`src/rtl/seg_scan_mux_pkg.sv`:
```
// Shared types and constants for the 4-digit scan multiplexer.
// State encoding, digit count, anode-off pattern, leading-zero helper.
package seg_scan_mux_pkg;

   typedef enum logic {
      DARK  = 1'b0,
      DRIVE = 1'b1
   } state_e;

   localparam int         NUM_DIGITS = 4;
   localparam logic [3:0] AN_OFF     = 4'b1111;

   // True when digit i is above digit 0 and it and every digit above are 0.
   function automatic logic lead_zero(
      input logic [15:0] v,
      input logic [1:0]  i
   );
      logic z;
      z = (i != 2'd0);
      for (int k = 0; k < NUM_DIGITS; k++) begin
         if (k >= int'(i) && v[4*k +: 4] != 4'h0) begin
            z = 1'b0;
         end
      end
      return z;
   endfunction

endpackage

```
`src/rtl/seg_scan_prescaler.sv`:
```
// Terminal-count phase counter for the scan multiplexer.
// Pulses done on the last cycle of a len-cycle phase, then restarts from 0.
module seg_scan_prescaler
   import seg_scan_mux_pkg::*;
#(
   parameter int CNT_W = 16
) (
   input  logic             clk,
   input  logic             rst,
   input  logic [CNT_W-1:0] len,
   output logic             done
);

   logic [CNT_W-1:0] cnt_q;
   logic [CNT_W-1:0] cnt_d;

   // Terminal count and self-clear so every phase starts at zero.
   always_comb begin
      done  = (cnt_q == len - CNT_W'(1));
      cnt_d = done ? '0 : cnt_q + CNT_W'(1);
   end

   // Counter register.
   always_ff @(posedge clk or posedge rst) begin
      if (rst) begin
         cnt_q <= '0;
      end else begin
         cnt_q <= cnt_d;
      end
   end

endmodule

```
`src/rtl/seg_scan_mux.sv`:
```
// Time-multiplexed 4-digit scanner feeding the 7-segment decoder.
// Shadowed digits, dead-time between slots, blanking and zero suppression.
module seg_scan_mux #(
   parameter int REFRESH_DIV = 50000,
   parameter int DEAD_CYCLES = 2,
   parameter int CNT_W       = 16
) (
   input  logic        clk,
   input  logic        rst,
   input  logic        load,
   input  logic [15:0] value_in,
   input  logic [3:0]  dp_in,
   input  logic [3:0]  blank_in,
   input  logic        lz_en,
   output logic [3:0]  nibble_out,
   output logic [3:0]  an_n,
   output logic        dp_n,
   output logic [1:0]  digit_idx
);

   import seg_scan_mux_pkg::*;

   localparam logic [CNT_W-1:0] DRIVE_LEN = CNT_W'(REFRESH_DIV);
   localparam logic [CNT_W-1:0] DARK_LEN  = CNT_W'(DEAD_CYCLES);

   state_e      state_q, state_d;
   logic [1:0]  idx_q, idx_d;
   logic        first_q, first_d;
   logic [15:0] val_q, val_d;
   logic [3:0]  dp_q, dp_d;
   logic [3:0]  blank_q, blank_d;
   logic [3:0]  an_n_q, an_n_d;
   logic        dp_n_q, dp_n_d;
   logic [3:0]  nib_q, nib_d;
   logic [CNT_W-1:0] len;
   logic        done;
   logic        sup;

   assign len = (state_q == DRIVE) ? DRIVE_LEN : DARK_LEN;

   seg_scan_prescaler #(
      .CNT_W (CNT_W)
   ) u_presc (
      .clk  (clk),
      .rst  (rst),
      .len  (len),
      .done (done)
   );

   // State and datapath registers.
   always_ff @(posedge clk or posedge rst) begin
      if (rst) begin
         state_q <= DARK;
         idx_q   <= 2'd0;
         first_q <= 1'b1;
         val_q   <= 16'h0000;
         dp_q    <= 4'h0;
         blank_q <= 4'h0;
         an_n_q  <= AN_OFF;
         dp_n_q  <= 1'b1;
         nib_q   <= 4'h0;
      end else begin
         state_q <= state_d;
         idx_q   <= idx_d;
         first_q <= first_d;
         val_q   <= val_d;
         dp_q    <= dp_d;
         blank_q <= blank_d;
         an_n_q  <= an_n_d;
         dp_n_q  <= dp_n_d;
         nib_q   <= nib_d;
      end
   end

   // Phase sequencing; the first dark phase after reset keeps digit 0.
   always_comb begin
      state_d = state_q;
      idx_d   = idx_q;
      first_d = first_q;
      if (done) begin
         unique case (state_q)
            DARK: begin
               state_d = DRIVE;
               first_d = 1'b0;
               if (!first_q) begin
                  idx_d = idx_q + 2'd1;
               end
            end
            DRIVE: begin
               state_d = DARK;
            end
         endcase
      end
   end

   // Shadow capture of the digit codes, decimal points and blanks.
   always_comb begin
      val_d   = val_q;
      dp_d    = dp_q;
      blank_d = blank_q;
      if (load) begin
         val_d   = value_in;
         dp_d    = dp_in;
         blank_d = blank_in;
      end
   end

   // Registered outputs follow the upcoming state and shadow contents.
   always_comb begin
      an_n_d = AN_OFF;
      dp_n_d = 1'b1;
      nib_d  = nib_q;
      sup    = blank_d[idx_d] | (lz_en & lead_zero(val_d, idx_d));
      if (state_d == DRIVE) begin
         nib_d = val_d[{idx_d, 2'b00} +: 4];
         if (!sup) begin
            an_n_d = ~(4'b0001 << idx_d);
            dp_n_d = ~dp_d[idx_d];
         end
      end
   end

   assign nibble_out = nib_q;
   assign an_n       = an_n_q;
   assign dp_n       = dp_n_q;
   assign digit_idx  = idx_q;

endmodule

```
`config.mk`:
```
export PLATFORM = sky130hd
export DESIGN_NAME = seg_scan_mux
export DESIGN_NICKNAME = d
export VERILOG_FILES = /design/src/rtl/seg_scan_mux_pkg.sv /design/src/rtl/seg_scan_prescaler.sv /design/src/rtl/seg_scan_mux.sv
export SDC_FILE = /design/constraint.sdc
export NUM_CORES = 1
export LEC_CHECK = 0
export ABC_AREA = 1
export BUFFER_PORTS_ARGS = -buffer_cell sky130_fd_sc_hd__buf_2
export CORE_ASPECT_RATIO = 0.8
export CORE_MARGIN = 5
export CORE_UTILIZATION = 57
export DETAILED_ROUTE_END_ITERATION = 8
export GPL_TIMING_DRIVEN = 1
export PLACE_DENSITY = 0.87
export RECOVER_POWER = 50
export SLEW_MARGIN = 20
export SYNTH_ARGS = -nofsm -noshare
export SYNTH_HDL_FRONTEND = slang
export SYNTH_SLANG_ARGS = --single-unit
```
`constraint.sdc`:
```
create_clock -name clk -period 2.25 [get_ports clk]
set_input_delay 0.45 -clock clk [delete_from_list [all_inputs] [get_ports clk]]
set_output_delay 0.45 -clock clk [all_outputs]
set_load 0.01 [all_outputs]
```
Word level (Yosys, flattened, before mapping)
Cells that the tools add are included.
{"block": "totals", "reg_bits": 53, "latchBits": 0, "ram_bits": 0, "mem_bits_ro": 0, "output_inout_bits": 11, "wordCells": 56, "n_memories": 0}
{"block": "classes", "add_sub_neg": 3, "n_mul": 0, "n_div": 0, "n_lt_le_gt_ge": 4, "n_eq_ne": 1, "n_shift": 2, "muxes": 22, "n_bitwise": 5, "reduce_logical": 9}
{"op": "2-to-1 mux 16 bit", "count": 3}
{"op": "adder 16 x 1 -> 16 bit (second input constant)", "count": 1}
{"op": "== test 16 bit", "count": 1}
{"op": "2-to-1 mux 4 bit", "count": 4}
{"op": "nonzero test 4 bit", "count": 4}
{"op": "variable part select 16 x 5 -> 4 bit", "count": 1}
{"op": "subtractor 16 x 1 -> 16 bit (second input constant)", "count": 1}
{"op": "2-to-1 mux 1 bit", "count": 9}
{"op": "2-to-1 mux 2 bit", "count": 3}
{"op": "binary-select mux 1 bit (select 2 bit)", "count": 2}
{"op": "greater-or-equal comparator 1 x 2 -> 1 bit (first input constant)", "count": 2}
{"op": "inverter 4 bit", "count": 1}
{"op": "<< shifter 1 x 2 -> 4 bit (first input constant)", "count": 1}
{"op": "logical AND 1 bit", "count": 3}
{"op": "less-than comparator 2 x 3 -> 1 bit (second input constant)", "count": 1}
{"op": "adder 2 x 1 -> 2 bit (second input constant)", "count": 1}
{"op": "greater-or-equal comparator 2 bit (first input constant)", "count": 1}
{"op": "inverter 1 bit", "count": 2}
{"op": "case mux 1 bit (2 select lines)", "count": 1}
{"op": "AND reduction 2 bit", "count": 1}
{"op": "nonzero test 2 bit", "count": 1}
{"op": "bitwise AND 1 bit", "count": 1}
{"op": "OR 1 bit", "count": 1}

Longest topological paths before layout
Gate-level depths: netlist of the first run.
{"block": "depth", "ltp_word": 14, "mapped_depth": 14, "mapped_depth_nobuf": 13}

Modules after synthesis
From an unflattened synthesis of the first run, not the netlist that was laid out.
{"block": "hier_totals", "cells_unflattened": 504, "area_unflattened_um2": 3435.8}
{"mod": "seg_scan_mux", "instances": 1, "cells_per_inst": 234, "area_per_inst_um2": 1824.2}
{"mod": "seg_scan_prescaler", "instances": 1, "cells_per_inst": 270, "area_per_inst_um2": 1611.5}

Worst setup path after synthesis of the first run
Ideal clock, no wire load.
{"block": "synth_timing", "kind": "register to register", "start": "register u_presc.cnt_q[3]", "end": "register nib_q[0] (netlist: nibble_out[0])", "arrival_ps": 1721, "t_required_ps": 2133, "slack_ps": 412, "stages_incl_launch_ff": 11, "n_path_buf": 1, "synth_period_minus_slack_ps": 1838, "cell_sequence": "dfrtp_1 nor2_1 nand2_1 nor2_2 o21ai_0 inv_1 ha_1 clkbuf_1 inv_1 nand2_1 nand2_1"}
{"block": "synth_via", "elab_cells_between_ends": 4}
{"element": "from (decl)", "line": "seg_scan_prescaler.sv:14", "text": "logic [CNT_W-1:0] cnt_q;"}
{"element": "from (signal assigned)", "line": "seg_scan_prescaler.sv:28", "text": "cnt_q <= cnt_d;"}
{"element": "== test 16 bit", "line": "seg_scan_prescaler.sv:19", "text": "done = (cnt_q == len - CNT_W'(1));"}
{"element": "2-to-1 mux 1 bit", "line": "seg_scan_mux.sv:80", "text": "if (done) begin"}
{"element": "named net state_d", "line": "seg_scan_mux.sv:26", "text": "state_e state_q, state_d;"}
{"element": "to (signal assigned)", "line": "seg_scan_mux.sv:71", "text": "nib_q <= nib_d;"}
{"element": "to (decl)", "line": "seg_scan_mux.sv:34", "text": "logic [3:0] nib_q, nib_d;"}
The timed path passes the listed nets, and every way through them passes these cells.
A chain may end at the register's enable or synchronous reset.

Worst setup path after layout of the first run
{"block": "layout_timing", "start": "register u_presc.cnt_q[13]", "end": "register an_n_q[2] (netlist: an_n[2])"}
{"block": "layout_via", "elab_chain_cells": 12, "elab_cells_between_ends": 22}
{"element": "== test 16 bit (*)", "line": "seg_scan_prescaler.sv:19"}
{"element": "2-to-1 mux 2 bit", "line": "seg_scan_mux.sv:80"}
{"element": "greater-or-equal comparator 1 x 2 -> 1 bit", "line": "seg_scan_mux_pkg.sv:21", "text": "if (k >= int'(i) && v[4*k +: 4] != 4'h0) begin"}
{"element": "logical AND 1 bit", "line": "seg_scan_mux_pkg.sv:21"}
{"element": "2-to-1 mux 1 bit (4 in a row)", "line": "seg_scan_mux_pkg.sv:21"}
{"element": "bitwise AND 1 bit", "line": "seg_scan_mux.sv:113", "text": "sup = blank_d[idx_d] | (lz_en & lead_zero(val_d, idx_d));"}
{"element": "OR 1 bit", "line": "seg_scan_mux.sv:113"}
{"element": "2-to-1 mux 4 bit", "line": "seg_scan_mux.sv:116", "text": "if (!sup) begin"}
{"element": "2-to-1 mux 4 bit (*)", "line": "seg_scan_mux.sv:114", "text": "if (state_d == DRIVE) begin"}
{"element": "named net an_n_d[2]", "line": "seg_scan_mux.sv:32", "text": "logic [3:0] an_n_q, an_n_d;"}
{"element": "to (signal assigned)", "line": "seg_scan_mux.sv:69", "text": "an_n_q <= an_n_d;"}
{"element": "to (decl)", "line": "seg_scan_mux.sv:32"}
Mark *: on every way through the listed nets, which the timed path passes. The rest lies on a longest branch. The select of a mux whose other input is x is not followed.

==> flow_metrics.py, run 1 <==
metrics = {
    "yosys": {
        "yosys_warnings": 0,
        "netlist_top_cells_area": "dfrtp_1, nand2_1, dfstp_2",
        "yosys_most_used_dff": "dfrtp_1",
        "async_flop_share_pct": 100,
        "syn-cell-area_sq_um": 2780,
        "ys_seq_elements": 53,
        "syn_avg_cell_area_sq_um": 7.63,
        "ys_seq_area_share_pct": 48.0,
        "synth_edf_count": 0,
        "synth.largest_area_cell": "dfrtp_1",
        "synthesis.instances": 364,
        "synth_cell_types": 29,
        "synth_top_area_share_pct": 42.3,
        "syn_nets": 394,
    },
    "die": {
        "fp-row-count": 22,
        "die-area_sq_um": 6380,
        "io_pins": 39,
        "core_sq_um": 4650,
        "die_h_um": 72.5,
        "start_util_pct": 59.7,
        "die_x_um": 88.1,
    },
    "pwr": {
        "combPwrFrac_pct": 10.0,
        "power_density_nw_per_um2": 584,
        "netSwitchingFraction_pct": 23.7,
        "p_sw_w": 0.000434,
        "p_int_w": 0.00140,
        "p_clk_share_pct": 34.6,
        "ir_worst_vdd_mv": 0.390,
        "p_leak_nw": 1.69,
        "seq_power_share_pct": 55.4,
    },
    "global_route": {
        "track_usage_pct": 20.6,
        "antenna_found_initial": 0,
        "grt_pass1_vias": 2246,
        "grt_pass1_wl_um": 10300,
        "grt_max_degree": 25,
        "overflow": 0,
    },
    "setup_path": {
        "worstPathMaxFanout": 10,
        "regToRegSetupSlack_ps": 100,
        "critPathArrivalTime_ps": 2380,
        "crit_type": "reg -> reg",
        "crit_required_ps": 2480,
        "start_kind": "flip-flop",
        "critPathCaptureType": "flip-flop",
    },
    "layout": {
        "layout_common_cells": "nand2_1, dfrtp_1, buf_2",
        "instances_no_fill": 467,
        "final_net_count": 436,
        "area_delta_synth_final_pct": 12.9,
        "layout_commonest_cell": "nand2_1",
        "diodes": 0,
        "drive_above_1_share_pct": 18.9,
    },
    "timing": {
        "tns_ps": 0,
        "worst_pin_slew_ps": 871,
        "hold_viol_final": 0,
        "slew-limit-headroom_pct": 42.0,
        "finalCriticalPeriod_ps": 2150,
        "max_freq_ghz": 0.466,
        "skew_ps": 9.79,
        "rsz0062_at_grt": "no",
        "final-setup-viol-count": 0,
        "timing.final.crit_share_pct": 95.4,
        "slew_viol_final": 0,
    },
    "clock_tree": {
        "cts-buffers-inserted": 5,
        "root_buffer": "clkbuf_8",
        "cts_hold_buf": 0,
        "clockBufferDepth": 2,
        "htree_levels": 2,
        "clkTransAtPathRegs_ps": 90,
        "cts_sinks": 53,
        "insertion_delay_ps": 310,
        "cts_tree": "built",
    },
    "placed_design": {
        "dp.cells": 459,
        "place_congestion": 0.924,
        "portBuffers": 38,
        "dp_hpwl_um": 4440,
    },
    "status": {
        "status": "finished clean",
    },
    "routing": {
        "wl_per_cell_um": 13.0,
        "ant_nets": 0,
        "vias_per_cell": 5.13,
        "drt_wl_total_um": 6090,
        "drt_iter0_markers": 204,
        "route.vias.total": 2396,
        "first_pass_iters": 5,
        "drc_errors": 0,
    },
    "min_path": {
        "hold_class": "in -> async",
    },
    "job": {
        "drv_cap": 0,
    },
}
-- stage by stage --
step | utilization, % | cell area [sq um] | hold WS [ps] | total power [W] | setup slack, ps
global route | 67.4 | 3140 | 376 | 0.00191 | 4.72
floorplan | - | 2780 | 424 | 0.00115 | 412
detailed placement | 65.2 | 3030 | 455 | 0.00122 | 177
CTS | 67.5 | 3140 | 159 | 0.00185 | 130
finish | 67.4 | 3140 | 296 | 0.00183 | 104
global placement | 65.2 | 3030 | 440 | 0.00121 | 169
-- sequential cells by signal, summed over array words and instances, names as in the netlist --
register / flops
digit_idx: 2
an_n: 4
dp_n: 1
dp_q: 4
first_q: 1
u_presc.cnt_q: 16
state_q: 1
blank_q: 4
nibble_out: 4
val_q: 16
-- power groups by stage --
| stage | registers (W) | clock network, W | logic [W] |
|---|---|---|---|
| after CTS | 0.00102 | 0.000644 | 0.000187 |
| after global placement | 0.00103 | 0 | 0.000181 |
| after floorplan | 0.00104 | 0 | 0.000113 |
| after global routing | 0.00102 | 0.000680 | 0.000213 |
| after detailed placement | 0.00103 | 0 | 0.000185 |
| final | 0.00102 | 0.000634 | 0.000183 |
-- timing repair --
item	4_1_cts	5_1_grt
buffers inserted	0	0
endpoints found under the setup margin	0	5
resized for setup	0	1
-- cell families (layout without fill, tap and decap cells) --
family          after synthesis  in the layout  synth area share (%)
xor+xnor                      7              7                  2.21
flops                        53             53                  48.0
simple gates                236            236                  36.9
compound gates               23             23                  5.67
buf+inv                      43             86                  6.30
fa+ha+maj                     2              2                 0.900
-- cell type report --
| type | instances | area (sq um) |
|---|---|---|
| tap | 60 | 75.1 |
| inverter | 36 | 135 |
| clock inverter | 2 | 35.0 |
| timing repair buffer | 42 | 213 |
| clock buffer | 6 | 72.6 |
| sequential | 53 | 1330 |
| multi-input combinational | 268 | 1270 |
| fill | 376 | 1520 |
-- cells in the mapped netlist, drive strengths merged (2+ instances only) --
cell type and count:
buf 3, dfstp 6, nand2 170, inv 36
nand3 16, ha 2, o21ai 14, xor2 7
nor2 38, nor3 5, dfrtp 47, clkbuf 4
nand4 5, a21oi 7, o21bai 2
-- critical path: stages, from the launching register on --
cell,delay [ps]
dfrtp_1,440
inv_1,110
nand2_1,60
nor2_1,140
nand2_1,70
a21oi_1,180
o21ai_0,190
inv_1,210
ha_2,370
nor3_1,220
nand2_1,90
-- worst paths after layout --
kind,from,endpoint,cells past startpoint
max,u_presc.cnt_q[13]$_DFF_PP0_,an_n[2]$_DFF_PP1_,10
min,rst,dp_q[2]$_DFF_PP0_,2
max reg2reg,u_presc.cnt_q[13]$_DFF_PP0_,an_n[2]$_DFF_PP1_,10
min reg2reg,first_q$_DFFE_PP1P_,first_q$_DFFE_PP1P_,2
max in group asynchronous,rst,digit_idx[0]$_DFF_PP0_,3
min in group clk,value_in[5],val_q[5]$_DFF_PP0_,3
-- routing by layer --
metal	wire, um	up-vias	track usage [%]	share of wire [%]
li1	-	1201	-	-
met1	2870	1096	30.8	47
met2	2730	89	29.8	45
met3	394	10	4.20	6.5
met4	97	0	7.38	1.6
met5	0	-	0	0
(Power assumes the default switching activity.)
==> inputs of run 2 (changes only) <==
--- a/config.mk
+++ b/config.mk
@@ -7,12 +7,14 @@
 export LEC_CHECK = 0
 export ABC_AREA = 1
 export BUFFER_PORTS_ARGS = -buffer_cell sky130_fd_sc_hd__buf_2
+export CELL_PAD_IN_SITES_DETAIL_PLACEMENT = 0
+export CELL_PAD_IN_SITES_GLOBAL_PLACEMENT = 1
 export CORE_ASPECT_RATIO = 0.8
 export CORE_MARGIN = 5
-export CORE_UTILIZATION = 57
+export CORE_UTILIZATION = 42
 export DETAILED_ROUTE_END_ITERATION = 8
 export GPL_TIMING_DRIVEN = 1
-export PLACE_DENSITY = 0.87
+export PLACE_DENSITY = 0.88
 export RECOVER_POWER = 50
 export SLEW_MARGIN = 20
 export SYNTH_ARGS = -nofsm -noshare
==> run 2 against run 1 <==
Against the previous run: global-route usage shrank 5.3 points; worst setup slack better by 64 ps; critical path depth stayed put.
==> flow_metrics.py, run 2 (synthesized netlist as in run 1, its figures left out) <==
metrics = {
    "status": {
        "status": "finished clean",
    },
    "setup_path": {
        "start_kind": "flip-flop",
        "crit_end": "an_n[1]$_DFF_PP1_",
        "cp_num_buf_inv": 2,
        "crit_type": "reg -> reg",
        "reg2reg_from": "u_presc.cnt_q[7]$_DFF_PP0_",
        "crit_chain": "inv_1 -> nand2_1 -> nor2_1 -> nand2_1 -> a21oi_1 -> o21ai_0 -> inv_1 -> ha_2 -> nor3_1 -> nand2_1",
        "path_depth": 10,
        "crit_required_ps": 2480,
        "r2r_cells": 10,
        "cp_top_family": "simple AND/OR/NAND/NOR gates",
        "regToRegSetupSlack_ps": 170,
        "max_stage_delay_ps": 450,
        "critPathArrivalTime_ps": 2310,
        "worstPathMaxFanout": 10,
        "crit_top_cell": "nand2_1",
        "crit_start": "u_presc.cnt_q[7]$_DFF_PP0_",
        "cp_slowest_cell": "dfrtp_1",
        "critPathCaptureType": "flip-flop",
        "r2r-end": "an_n[1]$_DFF_PP1_",
    },
    "pwr": {
        "p_total_w": 0.00186,
        "p_clk_share_pct": 35.7,
        "ir_worst_vdd_mv": 0.339,
        "p_sw_w": 0.000431,
        "power_density_nw_per_um2": 582,
        "p_leak_nw": 1.71,
        "seq_power_share_pct": 54.5,
        "p_int_w": 0.00143,
        "combPwrFrac_pct": 9.8,
        "netSwitchingFraction_pct": 23.1,
    },
    "layout": {
        "regArea_sq_um": 1330,
        "layout_common_cells": "nand2_1, dfrtp_1, buf_2",
        "final_net_count": 439,
        "diodes": 0,
        "fillCellCount": 643,
        "area_delta_synth_final_pct": 15.3,
        "multi_input_comb_area_sq_um": 1270,
        "drive_above_1_share_pct": 20.0,
        "reg_top3": "u_presc.cnt_q x16, val_q x16",
        "final_cell_area_sq_um": 3200,
        "layout_commonest_cell": "nand2_1",
    },
    "routing": {
        "drc_errors": 0,
        "drt_iter0_markers": 98,
        "ant_nets": 0,
        "vias_per_cell": 4.68,
        "route.vias.total": 2310,
        "first_pass_iters": 5,
        "drt_wl_total_um": 6060,
        "wl_per_cell_um": 12.3,
    },
    "placed_design": {
        "portBuffers": 38,
        "placed_cell_area_sq_um": 3070,
        "place_congestion": 0.883,
        "dp_hpwl_um": 4480,
        "dp_slack_ps": 140,
    },
    "global_route": {
        "overflow": 0,
        "grt_max_degree": 54,
        "grt_pass1_vias": 2102,
        "track_usage_pct": 15.4,
        "antenna_found_initial": 0,
        "grt_pass1_wl_um": 10100,
    },
    "clock_tree": {
        "clockBufferDepth": 2,
        "root_buffer": "clkbuf_8",
        "cts_hold_buf": 0,
        "cts_tree": "built",
        "cts-buffers-inserted": 5,
        "cts_sinks": 53,
        "clkTransAtPathRegs_ps": 100,
        "htree_levels": 2,
        "insertion_delay_ps": 300,
    },
    "timing": {
        "slew-limit-headroom_pct": 11.5,
        "finalCriticalPeriod_ps": 2080,
        "slew_viol_final": 0,
        "tns_ps": 0,
        "max_freq_ghz": 0.480,
        "worst_pin_slew_ps": 1330,
        "final-setup-viol-count": 0,
        "hold_viol_final": 0,
        "whs_ps": 376,
        "timing.final.crit_share_pct": 92.5,
        "postLayoutSetupSlackWorst_ps": 168,
        "skew_ps": 9.19,
    },
    "die": {
        "io_pins": 39,
        "die_h_um": 82.8,
        "core_sq_um": 6410,
        "fp-row-count": 26,
        "die_x_um": 101,
        "die-area_sq_um": 8350,
        "start_util_pct": 43.4,
    },
    "job": {
        "drv_cap": 0,
    },
    "min_path": {
        "hold_class": "in -> reg",
    },
}
## run 2: through the flow
| step | util, % | std cells |
|---|---|---|
| final | 50.0 | 494 |
| after global routing | 50.0 | 494 |
| after CTS | 49.7 | 492 |
| after detailed placement | 47.9 | 484 |
| after global placement | 47.9 | 484 |
| after floorplan | - | 364 |
## run 2: how the worst min path moves through the flow
stage	startpoint	to	slack (ps)	depth (start not counted)
floorplan	first_q$_DFFE_PP1P_	first_q$_DFFE_PP1P_	420	2
global placement	first_q$_DFFE_PP1P_	first_q$_DFFE_PP1P_	440	2
detailed placement	first_q$_DFFE_PP1P_	first_q$_DFFE_PP1P_	450	2
CTS	rst	u_presc.cnt_q[8]$_DFF_PP0_	350	3
global route	value_in[7]	val_q[7]$_DFF_PP0_	370	3
finish	value_in[6]	val_q[6]$_DFF_PP0_	380	3
## run 2: layout make-up
| cell class | count | share of cell area, % |
|---|---|---|
| Clock buffer | 7 | 2.70 |
| Clock inverter | 1 | 0.938 |
| Inverter | 36 | 4.22 |
| Multi-Input combinational cell | 268 | 39.7 |
| Sequential cell | 53 | 41.6 |
| Tap cell | 84 | 3.28 |
| Timing Repair Buffer | 45 | 7.50 |
## run 2: power groups by stage
stage | Combinational (W) | Clock [W] | Sequential [W]
2_1_floorplan | 0.000113 | 0 | 0.00104
3_3_place_gp | 0.000185 | 0 | 0.00103
3_5_place_dp | 0.000186 | 0 | 0.00103
4_1_cts | 0.000188 | 0.000688 | 0.00102
5_1_grt | 0.000213 | 0.000723 | 0.00102
6_report | 0.000183 | 0.000665 | 0.00102
## run 2: layer usage
metal / track usage [%] / up-vias / part of all wire, %
met5: 0 / - / 0
li1: - / 1214 / -
met2: 21.9 / 51 / 42
met1: 24.0 / 1041 / 53
met4: 4.38 / 0 / 0.68
met3: 2.27 / 4 / 4.8
## run 2: worst min-delay path, cell delays in order
cell and delay (ps):
buf_2 70, nand2_1 40, nand2_1 70
## run 2: timing repair
| item | in CTS | in global routing |
|---|---|---|
| endpoints found under the setup margin | 0 | 7 |
| resized for setup | 0 | 1 |
| hold endpoints to repair | 0 | 0 |
| setup buffers | 0 | 2 |
==> inputs of run 3 (changes only) <==
--- a/config.mk
+++ b/config.mk
@@ -11,10 +11,10 @@
 export CELL_PAD_IN_SITES_GLOBAL_PLACEMENT = 1
 export CORE_ASPECT_RATIO = 0.8
 export CORE_MARGIN = 5
-export CORE_UTILIZATION = 42
+export CORE_UTILIZATION = 45
 export DETAILED_ROUTE_END_ITERATION = 8
 export GPL_TIMING_DRIVEN = 1
-export PLACE_DENSITY = 0.88
+export PLACE_DENSITY = 0.92
 export RECOVER_POWER = 50
 export SLEW_MARGIN = 20
 export SYNTH_ARGS = -nofsm -noshare
==> constraint.sdc (replaced) <==
create_clock -name clk -period 2.7 [get_ports clk]
set_input_delay 0.54 -clock clk [delete_from_list [all_inputs] [get_ports clk]]
set_output_delay 0.54 -clock clk [all_outputs]
set_load 0.01 [all_outputs]
==> run 3 against run 2 <==
Against the previous run: clock-buffer cell count shrank 1; non-clock buffer count is 5 lower; via count is 1.7% lower; flip-flop and latch count unchanged; sequential share of layout area rose by 0.53 points; total power is 16% lower; die area fell by 5.9%; sequential power is 17% lower; clock power down 15%; clock skew barely moved; critical path type unchanged.
==> flow_metrics.py, run 3 (synthesized netlist as in run 1, its figures left out) <==
metrics = {
    "timing": {
        "worst_pin_slew_ps": 1260,
        "skew_ps": 9.16,
        "slew-limit-headroom_pct": 15.9,
        "max_freq_ghz": 0.465,
        "tns_ps": 0,
        "slew_viol_final": 0,
        "hold_viol_final": 0,
        "finalCriticalPeriod_ps": 2150,
        "rsz0062_at_grt": "no",
        "final-setup-viol-count": 0,
        "timing.final.crit_share_pct": 79.7,
    },
    "clock_tree": {
        "htree_levels": 2,
        "clockBufferDepth": 2,
        "root_buffer": "clkbuf_8",
        "cts_tree": "built",
        "clkTransAtPathRegs_ps": 90,
        "cts_resized": 0,
        "insertion_delay_ps": 300,
        "cts-buffers-inserted": 5,
        "cts_setup_buffers": 0,
        "cts_sinks": 53,
        "cts_hold_buf": 0,
    },
    "die": {
        "core_sq_um": 5940,
        "io_pins": 39,
        "start_util_pct": 46.8,
        "die_x_um": 97.9,
        "die-area_sq_um": 7860,
        "fp-row-count": 25,
        "die_h_um": 80.3,
    },
    "pwr": {
        "p_leak_nw": 1.69,
        "power_density_nw_per_um2": 493,
        "ir_worst_vdd_mv": 0.337,
        "p_total_w": 0.00156,
    },
    "placed_design": {
        "portBuffers": 38,
        "place_congestion": 0.908,
        "dp_hpwl_um": 4520,
    },
    "setup_path": {
        "crit_required_ps": 2900,
        "worstPathMaxFanout": 5,
        "crit_type": "reg -> reg",
        "critPathCaptureType": "flip-flop",
        "start_kind": "flip-flop",
        "critPathArrivalTime_ps": 2350,
    },
    "status": {
        "status": "finished clean",
    },
    "layout": {
        "final_net_count": 434,
        "drive_above_1_share_pct": 19.0,
        "reg_top3": "u_presc.cnt_q x16, val_q x16",
        "diodes": 0,
        "area_delta_synth_final_pct": 13.8,
        "fillCellCount": 610,
        "layout_commonest_cell": "nand2_1",
        "layout_common_cells": "nand2_1, dfrtp_1, buf_2",
    },
    "routing": {
        "drt_iter0_markers": 162,
        "drt_wl_total_um": 6050,
        "first_pass_iters": 5,
        "drc_errors": 0,
        "wl_per_cell_um": 12.4,
        "ant_nets": 0,
        "vias_per_cell": 4.67,
        "route.vias.total": 2270,
    },
    "global_route": {
        "overflow": 0,
        "grt_max_degree": 54,
        "grt_pass1_wl_um": 10500,
        "grt_pass1_vias": 2216,
        "track_usage_pct": 16.6,
        "antenna_found_initial": 0,
    },
    "job": {
        "drv_cap": 0,
    },
    "min_path": {
        "hold_class": "in -> reg",
    },
}
[run 3: cell count changes in the layout (fill, tap and decap cells not counted)]
cell,before,now
ha_1,1,2
clkinvlp_4,0,1
clkbuf_1,1,0
ha_2,1,0
buf_4,6,1
[run 3: final timing paths]
check / cells after the start / slack, ps / end / startpoint
setup / recovery: 10 / 550 / u_presc.cnt_q[14]$_DFF_PP0_ / u_presc.cnt_q[0]$_DFF_PP0_
hold / removal: 3 / 460 / val_q[6]$_DFF_PP0_ / value_in[6]
setup reg to reg: 10 / 550 / u_presc.cnt_q[14]$_DFF_PP0_ / u_presc.cnt_q[0]$_DFF_PP0_
hold reg to reg: 2 / 470 / first_q$_DFFE_PP1P_ / first_q$_DFFE_PP1P_
max in group asynchronous: 3 / 1290 / digit_idx[0]$_DFF_PP0_ / rst
min in group asynchronous: 3 / 640 / dp_q[0]$_DFF_PP0_ / rst
[run 3: report_power, final]
| part | leakage, nW | switching, W | internal, W |
|---|---|---|---|
| registers | 0.636 | 0.0000114 | 0.000835 |
| logic | 0.997 | 0.0000966 | 0.0000543 |
| clock network | 0.0574 | 0.000260 | 0.000302 |
[run 3: cell type report]
type | count | area [sq um] | area share [%]
multi-input combinational | 268 | 1270 | 40.2
clock inverter | 2 | 37.5 | 1.19
clock buffer | 6 | 82.6 | 2.61
sequential | 53 | 1330 | 42.2
timing repair buffer | 40 | 203 | 6.41
inverter | 36 | 135 | 4.27
tap | 81 | 101 | 3.20
[run 3: routing by layer]
| metal | share of wire (%) | track usage [%] |
|---|---|---|
| met4 | 0.94 | 5.39 |
| met3 | 6.1 | 3.65 |
| met2 | 40 | 22.4 |
| met1 | 53 | 25.8 |
| met5 | 0 | 0 |
[run 3: worst max-delay path, stage by stage (launching register included)]
cell	delay (ps)
dfrtp_1	460
ha_1	200
nand2_1	70
nor2_1	260
nand4_1	170
nor2_1	200
nand2_1	120
nor2_1	210
nand4_1	140
o21ai_0	160
a21oi_1	50
[run 3: metrics by stage]
step | area [sq um] | cells | setup slack (ps) | hold WS [ps] | util (%)
2_1_floorplan | 2780 | 364 | 862 | 424 | -
3_3_place_gp | 3050 | 478 | 516 | 441 | 51.2
3_5_place_dp | 3050 | 478 | 513 | 453 | 51.2
4_1_cts | 3170 | 486 | 556 | 432 | 53.3
5_1_grt | 3160 | 486 | 300 | 472 | 53.2
6_report | 3160 | 486 | 549 | 455 | 53.2
